===== config.mk =====
export PLATFORM = sky130hd
export DESIGN_NAME = wb_arbiter_flat
export DESIGN_NICKNAME = d
export VERILOG_FILES = /design/src/rtl/wb_arbiter_if.sv /design/src/rtl/wb_arbiter.sv /design/src/flat_wrapper.sv
export SDC_FILE = /design/constraint.sdc
export NUM_CORES = 1
export LEC_CHECK = 0
export ABC_AREA = 1
export CORE_ASPECT_RATIO = 1.4
export CORE_MARGIN = 4
export CORE_UTILIZATION = 23
export DETAILED_ROUTE_END_ITERATION = 8
export REMOVE_ABC_BUFFERS = 1
export SYNTH_ARGS = -nofsm -noshare
export SYNTH_HDL_FRONTEND = slang
export SYNTH_SLANG_ARGS = --single-unit

===== constraint.sdc =====
create_clock -name clk -period 3.8 [get_ports clk]
set_input_delay 0.76 -clock clk [delete_from_list [all_inputs] [get_ports clk]]
set_output_delay 0.76 -clock clk [all_outputs]
set_load 0.02 [all_outputs]

===== src/rtl/wb_arbiter_if.sv =====
// Register-file write-port bus between the writeback stage, the multi-cycle
// unit and the arbiter that owns the single register-file write port.
interface wb_arbiter_if;
  logic        pipe_write_n;
  logic [4:0]  pipe_rd;
  logic [31:0] pipe_data;
  logic        mc_valid;
  logic [4:0]  mc_rd;
  logic [31:0] mc_data;
  logic        mc_ready;
  logic        pipe_stall;
  logic        rf_write_n;
  logic [4:0]  rf_rd;
  logic [31:0] rf_data;

  // Requesters (writeback stage + multi-cycle unit) side
  modport master (
    output pipe_write_n, pipe_rd, pipe_data, mc_valid, mc_rd, mc_data,
    input  mc_ready, pipe_stall, rf_write_n, rf_rd, rf_data
  );

  // Arbiter side
  modport slave (
    input  pipe_write_n, pipe_rd, pipe_data, mc_valid, mc_rd, mc_data,
    output mc_ready, pipe_stall, rf_write_n, rf_rd, rf_data
  );
endinterface


===== src/rtl/wb_arbiter.sv =====
// Register-file write-port arbiter. Writeback-stage writes go straight
// through; multi-cycle results are queued in a small FIFO and drain when the
// pipeline leaves the port idle. A head-age counter forces a pipeline stall
// so a buffered result can never starve.
module wb_arbiter #(
  parameter int DEPTH   = 2,
  parameter int AGE_MAX = 4
) (
  input  logic        clk,
  input  logic        rst,
  wb_arbiter_if.slave bus
);
  localparam int PW = (DEPTH > 1) ? $clog2(DEPTH) : 1;
  localparam int AW = $clog2(AGE_MAX + 1);
  localparam logic [PW:0]   DEPTH_C = DEPTH[PW:0];
  localparam logic [AW-1:0] AGE_LIM = AGE_MAX[AW-1:0];

  typedef struct packed {
    logic        vld;
    logic [4:0]  rd;
    logic [31:0] data;
  } ent_t;

  ent_t          buf_q [DEPTH];
  logic [PW-1:0] wptr, rptr;
  logic [PW:0]   count;
  logic [AW-1:0] age;

  logic        rf_write_n_q;
  logic [4:0]  rf_rd_q;
  logic [31:0] rf_data_q;

  logic empty, stall, pipe_grant, push, pop;
  ent_t head;

  // Grant decision: pipeline first unless the head has aged out
  always_comb begin
    empty      = (count == '0);
    stall      = (age == AGE_LIM);
    head       = buf_q[rptr];
    pipe_grant = !bus.pipe_write_n && (bus.pipe_rd != 5'd0) && !stall;
    // A head that is a bubble (invalidated) still pops, just without a write
    pop        = !empty && (stall || !pipe_grant);
    // Results for x0 are accepted but dropped
    push       = bus.mc_valid && (count < DEPTH_C) && (bus.mc_rd != 5'd0);
  end

  assign bus.mc_ready   = (count < DEPTH_C);
  assign bus.pipe_stall = stall;
  assign bus.rf_write_n = rf_write_n_q;
  assign bus.rf_rd      = rf_rd_q;
  assign bus.rf_data    = rf_data_q;

  // FIFO storage, invalidation by younger pipeline writes, pointers, count
  always_ff @(posedge clk or posedge rst) begin
    if (rst) begin
      for (int i = 0; i < DEPTH; i++) buf_q[i] <= '0;
      wptr  <= '0;
      rptr  <= '0;
      count <= '0;
    end else begin
      if (pipe_grant) begin
        for (int i = 0; i < DEPTH; i++)
          if (buf_q[i].rd == bus.pipe_rd) buf_q[i].vld <= 1'b0;
      end
      // Pushed after the invalidate so a same-cycle mc result stays valid
      if (push) begin
        buf_q[wptr] <= '{vld: 1'b1, rd: bus.mc_rd, data: bus.mc_data};
        wptr        <= wptr + 1'b1;
      end
      if (pop) rptr <= rptr + 1'b1;
      case ({push, pop})
        2'b10:   count <= count + 1'b1;
        2'b01:   count <= count - 1'b1;
        default: count <= count;
      endcase
    end
  end

  // Head age: counts cycles the head is passed over, saturating
  always_ff @(posedge clk or posedge rst) begin
    if (rst)                 age <= '0;
    else if (empty || pop)   age <= '0;
    else if (age != AGE_LIM) age <= age + 1'b1;
  end

  // Registered register-file write port; address/data hold when idle
  always_ff @(posedge clk or posedge rst) begin
    if (rst) begin
      rf_write_n_q <= 1'b1;
      rf_rd_q      <= '0;
      rf_data_q    <= '0;
    end else begin
      rf_write_n_q <= 1'b1;
      if (pipe_grant) begin
        rf_write_n_q <= 1'b0;
        rf_rd_q      <= bus.pipe_rd;
        rf_data_q    <= bus.pipe_data;
      end else if (pop && head.vld) begin
        rf_write_n_q <= 1'b0;
        rf_rd_q      <= head.rd;
        rf_data_q    <= head.data;
      end
    end
  end
endmodule


===== src/flat_wrapper.sv =====
// flat-port wrapper written by rule: the top's interface ports become plain ports
module wb_arbiter_flat 
#(
  parameter int DEPTH   = 2,
  parameter int AGE_MAX = 4
)
  (clk, rst, bus_pipe_write_n, bus_pipe_rd, bus_pipe_data, bus_mc_valid, bus_mc_rd, bus_mc_data, bus_mc_ready, bus_pipe_stall, bus_rf_write_n, bus_rf_rd, bus_rf_data);
  wb_arbiter_if bus_i ();
  input  logic clk;
  input  logic rst;
  input wire logic [$bits(bus_i.pipe_write_n)-1:0] bus_pipe_write_n;
  input wire logic [$bits(bus_i.pipe_rd)-1:0] bus_pipe_rd;
  input wire logic [$bits(bus_i.pipe_data)-1:0] bus_pipe_data;
  input wire logic [$bits(bus_i.mc_valid)-1:0] bus_mc_valid;
  input wire logic [$bits(bus_i.mc_rd)-1:0] bus_mc_rd;
  input wire logic [$bits(bus_i.mc_data)-1:0] bus_mc_data;
  output wire logic [$bits(bus_i.mc_ready)-1:0] bus_mc_ready;
  output wire logic [$bits(bus_i.pipe_stall)-1:0] bus_pipe_stall;
  output wire logic [$bits(bus_i.rf_write_n)-1:0] bus_rf_write_n;
  output wire logic [$bits(bus_i.rf_rd)-1:0] bus_rf_rd;
  output wire logic [$bits(bus_i.rf_data)-1:0] bus_rf_data;
  assign bus_i.pipe_write_n = bus_pipe_write_n;
  assign bus_i.pipe_rd = bus_pipe_rd;
  assign bus_i.pipe_data = bus_pipe_data;
  assign bus_i.mc_valid = bus_mc_valid;
  assign bus_i.mc_rd = bus_mc_rd;
  assign bus_i.mc_data = bus_mc_data;
  assign bus_mc_ready = bus_i.mc_ready;
  assign bus_pipe_stall = bus_i.pipe_stall;
  assign bus_rf_write_n = bus_i.rf_write_n;
  assign bus_rf_rd = bus_i.rf_rd;
  assign bus_rf_data = bus_i.rf_data;
  wb_arbiter #(.DEPTH(DEPTH), .AGE_MAX(AGE_MAX)) u_core (.clk(clk), .rst(rst), .bus(bus_i));
endmodule

==> results of run 1 <==
## final timing paths
| path | cells after the start | from | slack (ns) | end |
|---|---|---|---|---|
| min in group asynchronous | 2 | rst | 0.76 | async pin |
| max | 5 | u_core.age[0]$_DFFE_PP0P_ | 1.29 | bus_pipe_stall |
| min | 1 | u_core.age[0]$_DFFE_PP0P_ | 0.46 | u_core.age[0]$_DFFE_PP0P_ |
| max reg2reg | 6 | u_core.rptr$_DFFE_PP0P_ | 1.46 | u_core.bus.rf_data[2]$_DFFE_PP0P_ |
| max in group asynchronous | 3 | rst | 2.27 | async pin |
| min reg2reg | 1 | u_core.age[0]$_DFFE_PP0P_ | 0.46 | u_core.age[0]$_DFFE_PP0P_ |
## Yosys cell counts
cell type / count / area share [%]
nand2_1: 291 / 20
dfrtp_1: 120 / 54
nand3_1: 76 / 6.8
o21ai_0: 63 / 5.7
inv_1: 59 / 4.0
buf_2: 20 / 1.8
o21ai_1: 16 / 1.4
nor2_1: 11 / 0.74
buf_6: 7 / 1.4
buf_4: 6 / 0.81
inv_2: 5 / 0.34
xnor2_1: 5 / 0.79
clkbuf_1: 4 / 0.27
nand2_2: 4 / 0.45
xor2_1: 3 / 0.47
ha_1: 2 / 0.45
nor3_1: 2 / 0.18
clkbuf_2: 1 / 0.090
dfstp_2: 1 / 0.47
nor2_2: 1 / 0.11
## area by class of cell
class                   count  share of cell area (%)
clock inverters            12                    2.27
well taps                 310                    5.11
flip-flops and latches    121                    39.9
multi-input cells         474                    27.0
repair buffers            123                    16.5
clock buffers              20                    6.02
inverters                  64                    3.20
## per-layer routing
layer / share of wire [%] / global-route usage (%) / wire length (um) / vias up
li1: - / - / - / 2379
met1: 44 / 14.7 / 6920 / 2151
met2: 49 / 20.5 / 7720 / 83
met4: 2.0 / 4.67 / 320 / 4
met3: 4.4 / 3.54 / 690 / 21
met5: 0.13 / 0 / 21 / -
## logic make-up after synthesis
| family | after synthesis | share of synthesized area [%] |
|---|---|---|
| buf+inv | 102 | 8.71 |
| compound gates | 79 | 7.11 |
| simple gates | 385 | 28.0 |
| flops | 121 | 54.5 |
| fa+ha+maj | 2 | 0.450 |
| xor+xnor | 8 | 1.26 |
## power by group through the flow
stage,registers [W],logic [W],clock network (W)
6_report,0.00233,0.00238,0.00172
5_1_grt,0.00242,0.00271,0.00182
4_1_cts,0.00234,0.00244,0.00176
3_5_place_dp,0.00235,0.00243,0
3_3_place_gp,0.00234,0.00239,0
2_1_floorplan,0.00250,0.00119,0
## worst max-delay path: cells and delay by family, from the launching register on
family	cells	cell delay, ns
buffers and inverters	3	0.75
and+or+nand+nor	1	0.06
DFF	1	0.40
adders and majority gates	1	0.13
## metrics by stage
step / util [%] / cells
6_report: 31.8 / 1124
5_1_grt: 31.8 / 1124
4_1_cts: 31.8 / 1124
3_5_place_dp: 29.1 / 1092
3_3_place_gp: 29.1 / 1092
2_1_floorplan: - / 659
==> key figures, run 1 <==
CTS
  – Clk slew on worst S/H paths: 0.06 ns
  – Clk Latency, worst-skew pair: 0.41 ns
  – H-tree depth: 4
  – Clk sinks: ~120
  – Cts bufs inserted: 17
  – Clock Tree Buf Depth: 2
  – CTS tree: done
  – CTS root buf: clkbuf_16
  – Post-cts sizing count: 0
  – Post-cts hold buffer count: 0
  – Post-CTS Setup Bufs: 0

Critical path
  – Crit Path Class: reg -> out
  – Worst path required time: approximately 3 ns
  – CP peak stage delay: 0.60 ns
  – Endpoint type of the worst setup path: output port
  – CP max-delay cell: clkdlybuf4s50_1
  – CP Max Fanout: 3
  – Worst path most repeated cell: inv_1
  – Worst path arrival time: about 1.8 ns
  – Crit start category: flip-flop
  – Crit-path cells: inv_1, ha_1, nand2_1, inv_1, clkdlybuf4s50_1

Timing
  – RSZ-0062 raised after global routing: false
  – Setup ws final: 1.29 ns
  – Slew HR: 41.8%
  – Pins over their slew limit: 0
  – Crit path time final: 2.51 ns
  – Setup TNS: 0 ns
  – Final period utilization: 65.9%
  – # setup viols final: 0
  – Actual slew at the worst max-slew pin: 0.874 ns
  – Hold Fails Final Rpt: 0
  – Clk_skew: 0.00848 ns
  – Worst hold slack: approximately 0.46 ns
  – Fmax achieved: approximately 400 MHz

Synth
  – Average cell area after synthesis: 7.98 um^2
  – Cells after Synth: 697
  – Area of the mapped netlist: 5560 um^2
  – Sequential share of the synthesized area: between 50% and 60%
  – Synth Warn #: 0
  – Post-synthesis register bit count: 121
  – Post-synth cell types: 20

Floorplanning
  – Io pins: 118
  – Starting Density: 23.3%
  – Core ar.: 23900 um^2
  – Die W: ~140 um
  – Die H: 192 um
  – Row count: 67
  – DIE AREA: approximately 27000 um^2

Power and ir drop
  – Lkg Pwr: about 3.7 nW
  – Pwr dens: 847 nW/um^2
  – Int Power: 0.00399 W
  – Comb power frac: 37.0%
  – Clock Power Share: approximately 27%
  – Flop pwr share: 36.2%
  – Sw frac: between 30 and 40%
  – Psw: 0.00244 W
  – Worst vdd ir: approximately 0.43 mV
  – Pwr Total: 0.00643 W

Global routing
  – Initial antenna violation count: 2
  – Gr usage total: 12.1%
  – Number of global-route vias before repair: roughly 4800
  – Largest net degree at the start of global routing: between 50 and 60
  – Total congestion overflow: 0
  – First-pass GRT wire length: 25400 um

Routing
  – Initial DRC count: 288
  – Drt total wl: between 15000 and 20000 um
  – Residual DRC: 0
  – Antenna-violating nets left: 0
  – Vias per std cell: 4.13
  – Routed wire per std cell: 13.9 um
  – DRT Pass-1 Iters: 4
  – Vias after detailed routing: 4638

Finish
  – Post-route cell area: approximately 7600 um^2
  – Area Overhead vs Synth: 36.5%
  – Register Area: approximately 3000 um^2
  – Total Nets Final: 881
  – # diodes: 0
  – Most frequent cells in the layout: nand2_1 (291), dfrtp_1 (119), clkdlybuf4s50_1 (117)
  – Most common cell after layout, fill and taps aside: nand2_1
  – # fillers: between 2000 and 3000
  – Footprint of the multi-input gates: 2050 um^2
  – Fraction of layout cells with a size suffix above 1: roughly 6.1%

Job
  – Max_cap viols: 0

Place
  – Setup WS pre-CTS: 0.844 ns
  – Dpl cell area: about 7000 um^2
  – Port buffer count: 117
  – Dpl hpwl: 10300 um
  – GPL Wtd Cong: 0.715

Status
  – Status: finished, final reports clean

Hold path
  – Hold crit path type: reg -> reg
Note: power is estimated with default switching activity, not from simulation.
==> run 2: changes to the inputs <==
- clock period: 3.8 -> 2.25 ns (I/O delays scaled with it)
==> run 2 against run 1 <==
Against the previous run: final area up 2.0%; clock power grew 66%; final cell count up 1.2%; clock skew rose by 0.0033 ns; via count is 3.4% higher; first-iteration DRC count shrank 14%; critical path depth is 4 lower; critical path type unchanged; critical endpoint is now bus_rf_write_n.
==> key figures, run 2 (synthesis gave the netlist of run 1 again) <==
Status
  – Status: finished, final reports clean (unchanged)

Timing
  – Fmax achieved: 508 MHz
  – Slew HR: 45.0% (was 41.8%)
  – Clk_skew: 0.0118 ns (was 0.00848 ns)
  – RSZ-0062 raised after global routing: false (unchanged)
  – # setup viols final: 0 (unchanged)
  – Crit path time final: 1.97 ns
  – Hold Fails Final Rpt: 0 (unchanged)
  – Final period utilization: 87.6%
  – Setup ws final: 0.280 ns (was 1.29 ns)
  – Pins over their slew limit: 0 (unchanged)
  – Actual slew at the worst max-slew pin: 0.824 ns (was 0.874 ns)

Floorplanning
  – DIE AREA: 26800 um^2 (unchanged)
  – Die W: 139 um (unchanged)
  – Starting Density: 23.3% (unchanged)
  – Die H: 192 um (unchanged)
  – Core ar.: 23900 um^2 (unchanged)
  – Row count: 67 (unchanged)
  – Io pins: 118 (unchanged)

CTS
  – Clk Latency, worst-skew pair: 0.42 ns (was 0.41 ns)
  – CTS root buf: clkbuf_16 (unchanged)
  – Clock Tree Buf Depth: 2 (unchanged)
  – Clk slew on worst S/H paths: 0.06 ns (about the same)
  – Cts bufs inserted: 17 (unchanged)
  – Post-CTS Setup Bufs: 0 (unchanged)
  – Clk sinks: 121 (unchanged)
  – CTS tree: done (unchanged)
  – H-tree depth: 4 (unchanged)

Routing
  – Residual DRC: 0 (unchanged)
  – Routed wire per std cell: 13.8 um (was 13.9 um)
  – Vias after detailed routing: 4794 (was 4638)
  – DRT Pass-1 Iters: 4 (unchanged)
  – Drt total wl: 15800 um (was 15700 um)
  – Initial DRC count: 248 (was 288)
  – Antenna-violating nets left: 0 (unchanged)
  – Vias per std cell: 4.21 (was 4.13)

Critical path
  – WP buf/inv: 1 (was 3)
  – Worst path required time: 1.80 ns (was 3.04 ns)
  – Cell family with most CP delay: buffers and inverters (unchanged)
  – CP max-delay cell: clkdlybuf4s50_1 (unchanged)
  – CP Max Fanout: 1 (was 3)
  – Endpoint type of the worst setup path: output port (unchanged)
  – Crit start category: flip-flop (unchanged)
  – Crit-path cells: clkdlybuf4s50_1 (was inv_1, ha_1, nand2_1, inv_1, clkdlybuf4s50_1)
  – Worst path arrival time: 1.52 ns (was 1.75 ns)
  – Crit Path Class: reg -> out (unchanged)
  – CP peak stage delay: 0.59 ns (was 0.60 ns)

Global routing
  – First-pass GRT wire length: 25700 um (was 25400 um)
  – Number of global-route vias before repair: 4838 (was 4777)
  – Initial antenna violation count: 2 (unchanged)
  – Largest net degree at the start of global routing: 58 (was 56)
  – Total congestion overflow: 0 (unchanged)
  – Gr usage total: 12.2% (was 12.1%)

Place
  – DP Cell Count: 1106 (was 1092)
  – Setup WS pre-CTS: -0.0265 ns (was 0.844 ns)
  – GPL Wtd Cong: 0.745 (was 0.715)
  – Dpl hpwl: 10500 um (was 10300 um)
  – Dpl cell area: 7130 um^2 (was 6960 um^2)
  – Port buffer count: 117 (unchanged)

Finish
  – Register Area: 3030 um^2 (unchanged)
  – Most frequent cells in the layout: nand2_1 (291), dfrtp_1 (119), clkdlybuf4s50_1 (116) (was nand2_1 (291), dfrtp_1 (119), clkdlybuf4s50_1 (117))
  – Total Nets Final: 895 (was 881)
  – Footprint of the multi-input gates: 2050 um^2 (unchanged)
  – # fillers: 2524 (was 2552)
  – # diodes: 0 (unchanged)
  – Most common cell after layout, fill and taps aside: nand2_1 (unchanged)
  – Fraction of layout cells with a size suffix above 1: 7.61% (was 6.14%)
  – Post-route cell area: 7740 um^2 (was 7590 um^2)
  – Layout Utilization: 32.4% (was 31.8%)
  – Area Overhead vs Synth: 39.3% (was 36.5%)
  – Non-Filler Instances: 1138 (was 1124)

Power and ir drop
  – Worst vdd ir: 0.503 mV (was 0.427 mV)
  – Pwr dens: 1430 nW/um^2 (was 847 nW/um^2)
  – Comb power frac: 39.7% (was 37.0%)
  – Sw frac: 37.8% (was 37.9%)
  – Int Power: 0.00686 W (was 0.00399 W)
  – Psw: 0.00418 W (was 0.00244 W)
  – Flop pwr share: 34.5% (was 36.2%)
  – Clock Power Share: 25.8% (was 26.8%)
  – Lkg Pwr: 3.79 nW (was 3.69 nW)

Hold path
  – Hold crit path type: in -> async (was reg -> reg)

Job
  – Max_cap viols: 0 (unchanged)
[run 2: final timing paths]
kind                                                      start                            endpoint  slack, ns  cells past startpoint
worst max-delay path            u_core.bus.rf_write_n$_DFF_PP1_                      bus_rf_write_n       0.28                      1
worst min-delay path                                        rst   u_core.bus.rf_data[4]$_DFFE_PP0P_       0.40                      2
worst max register to register        u_core.age[0]$_DFFE_PP0P_           u_core.age[1]$_DFFE_PP0P_       0.31                      9
worst min register to register        u_core.age[0]$_DFFE_PP0P_           u_core.age[0]$_DFFE_PP0P_       0.46                      1
max in group asynchronous                                   rst  u_core.bus.rf_data[13]$_DFFE_PP0P_       1.28                      3
min in group clk                      u_core.age[0]$_DFFE_PP0P_           u_core.age[0]$_DFFE_PP0P_       0.46                      1
[run 2: cell type report]
type / count / share of cell area (%)
flip-flops and latches: 121 / 39.1
multi-input cells: 474 / 26.4
repair buffers: 137 / 18.4
clock buffers: 19 / 5.59
well taps: 310 / 5.01
inverters: 64 / 3.14
clock inverters: 13 / 2.31
[run 2: timing repair]
action | 4_1_cts | 5_1_grt
gates resized for setup | 0 | 1
endpoints found under the setup margin | 0 | 1
hold buffers | 0 | 0
[run 2: power groups by stage]
stage                     combinational [W]  sequential (W)  clock [W]
after floorplan                     0.00201         0.00422          0
final                               0.00438         0.00381    0.00285
after global routing                0.00495         0.00394    0.00302
after global placement              0.00442         0.00380          0
after detailed placement            0.00448         0.00383          0
after CTS                           0.00449         0.00381    0.00293
[run 2: through the flow]
step	power (W)	hold WS [ns]	TNS, ns
final	0.0110	0.396	0
after global routing	0.0119	0.434	0
after CTS	0.0112	0.398	0
after detailed placement	0.00831	0.458	-0.0690
after global placement	0.00822	0.452	-0.132
after floorplan	0.00623	0.431	-170.05
[run 2: metal layers]
metal  track usage (%)  share of wire [%]
met5                 0               0.13
met4              4.78                1.8
met3              2.79                4.9
met2              20.5                 50
met1              15.2                 43
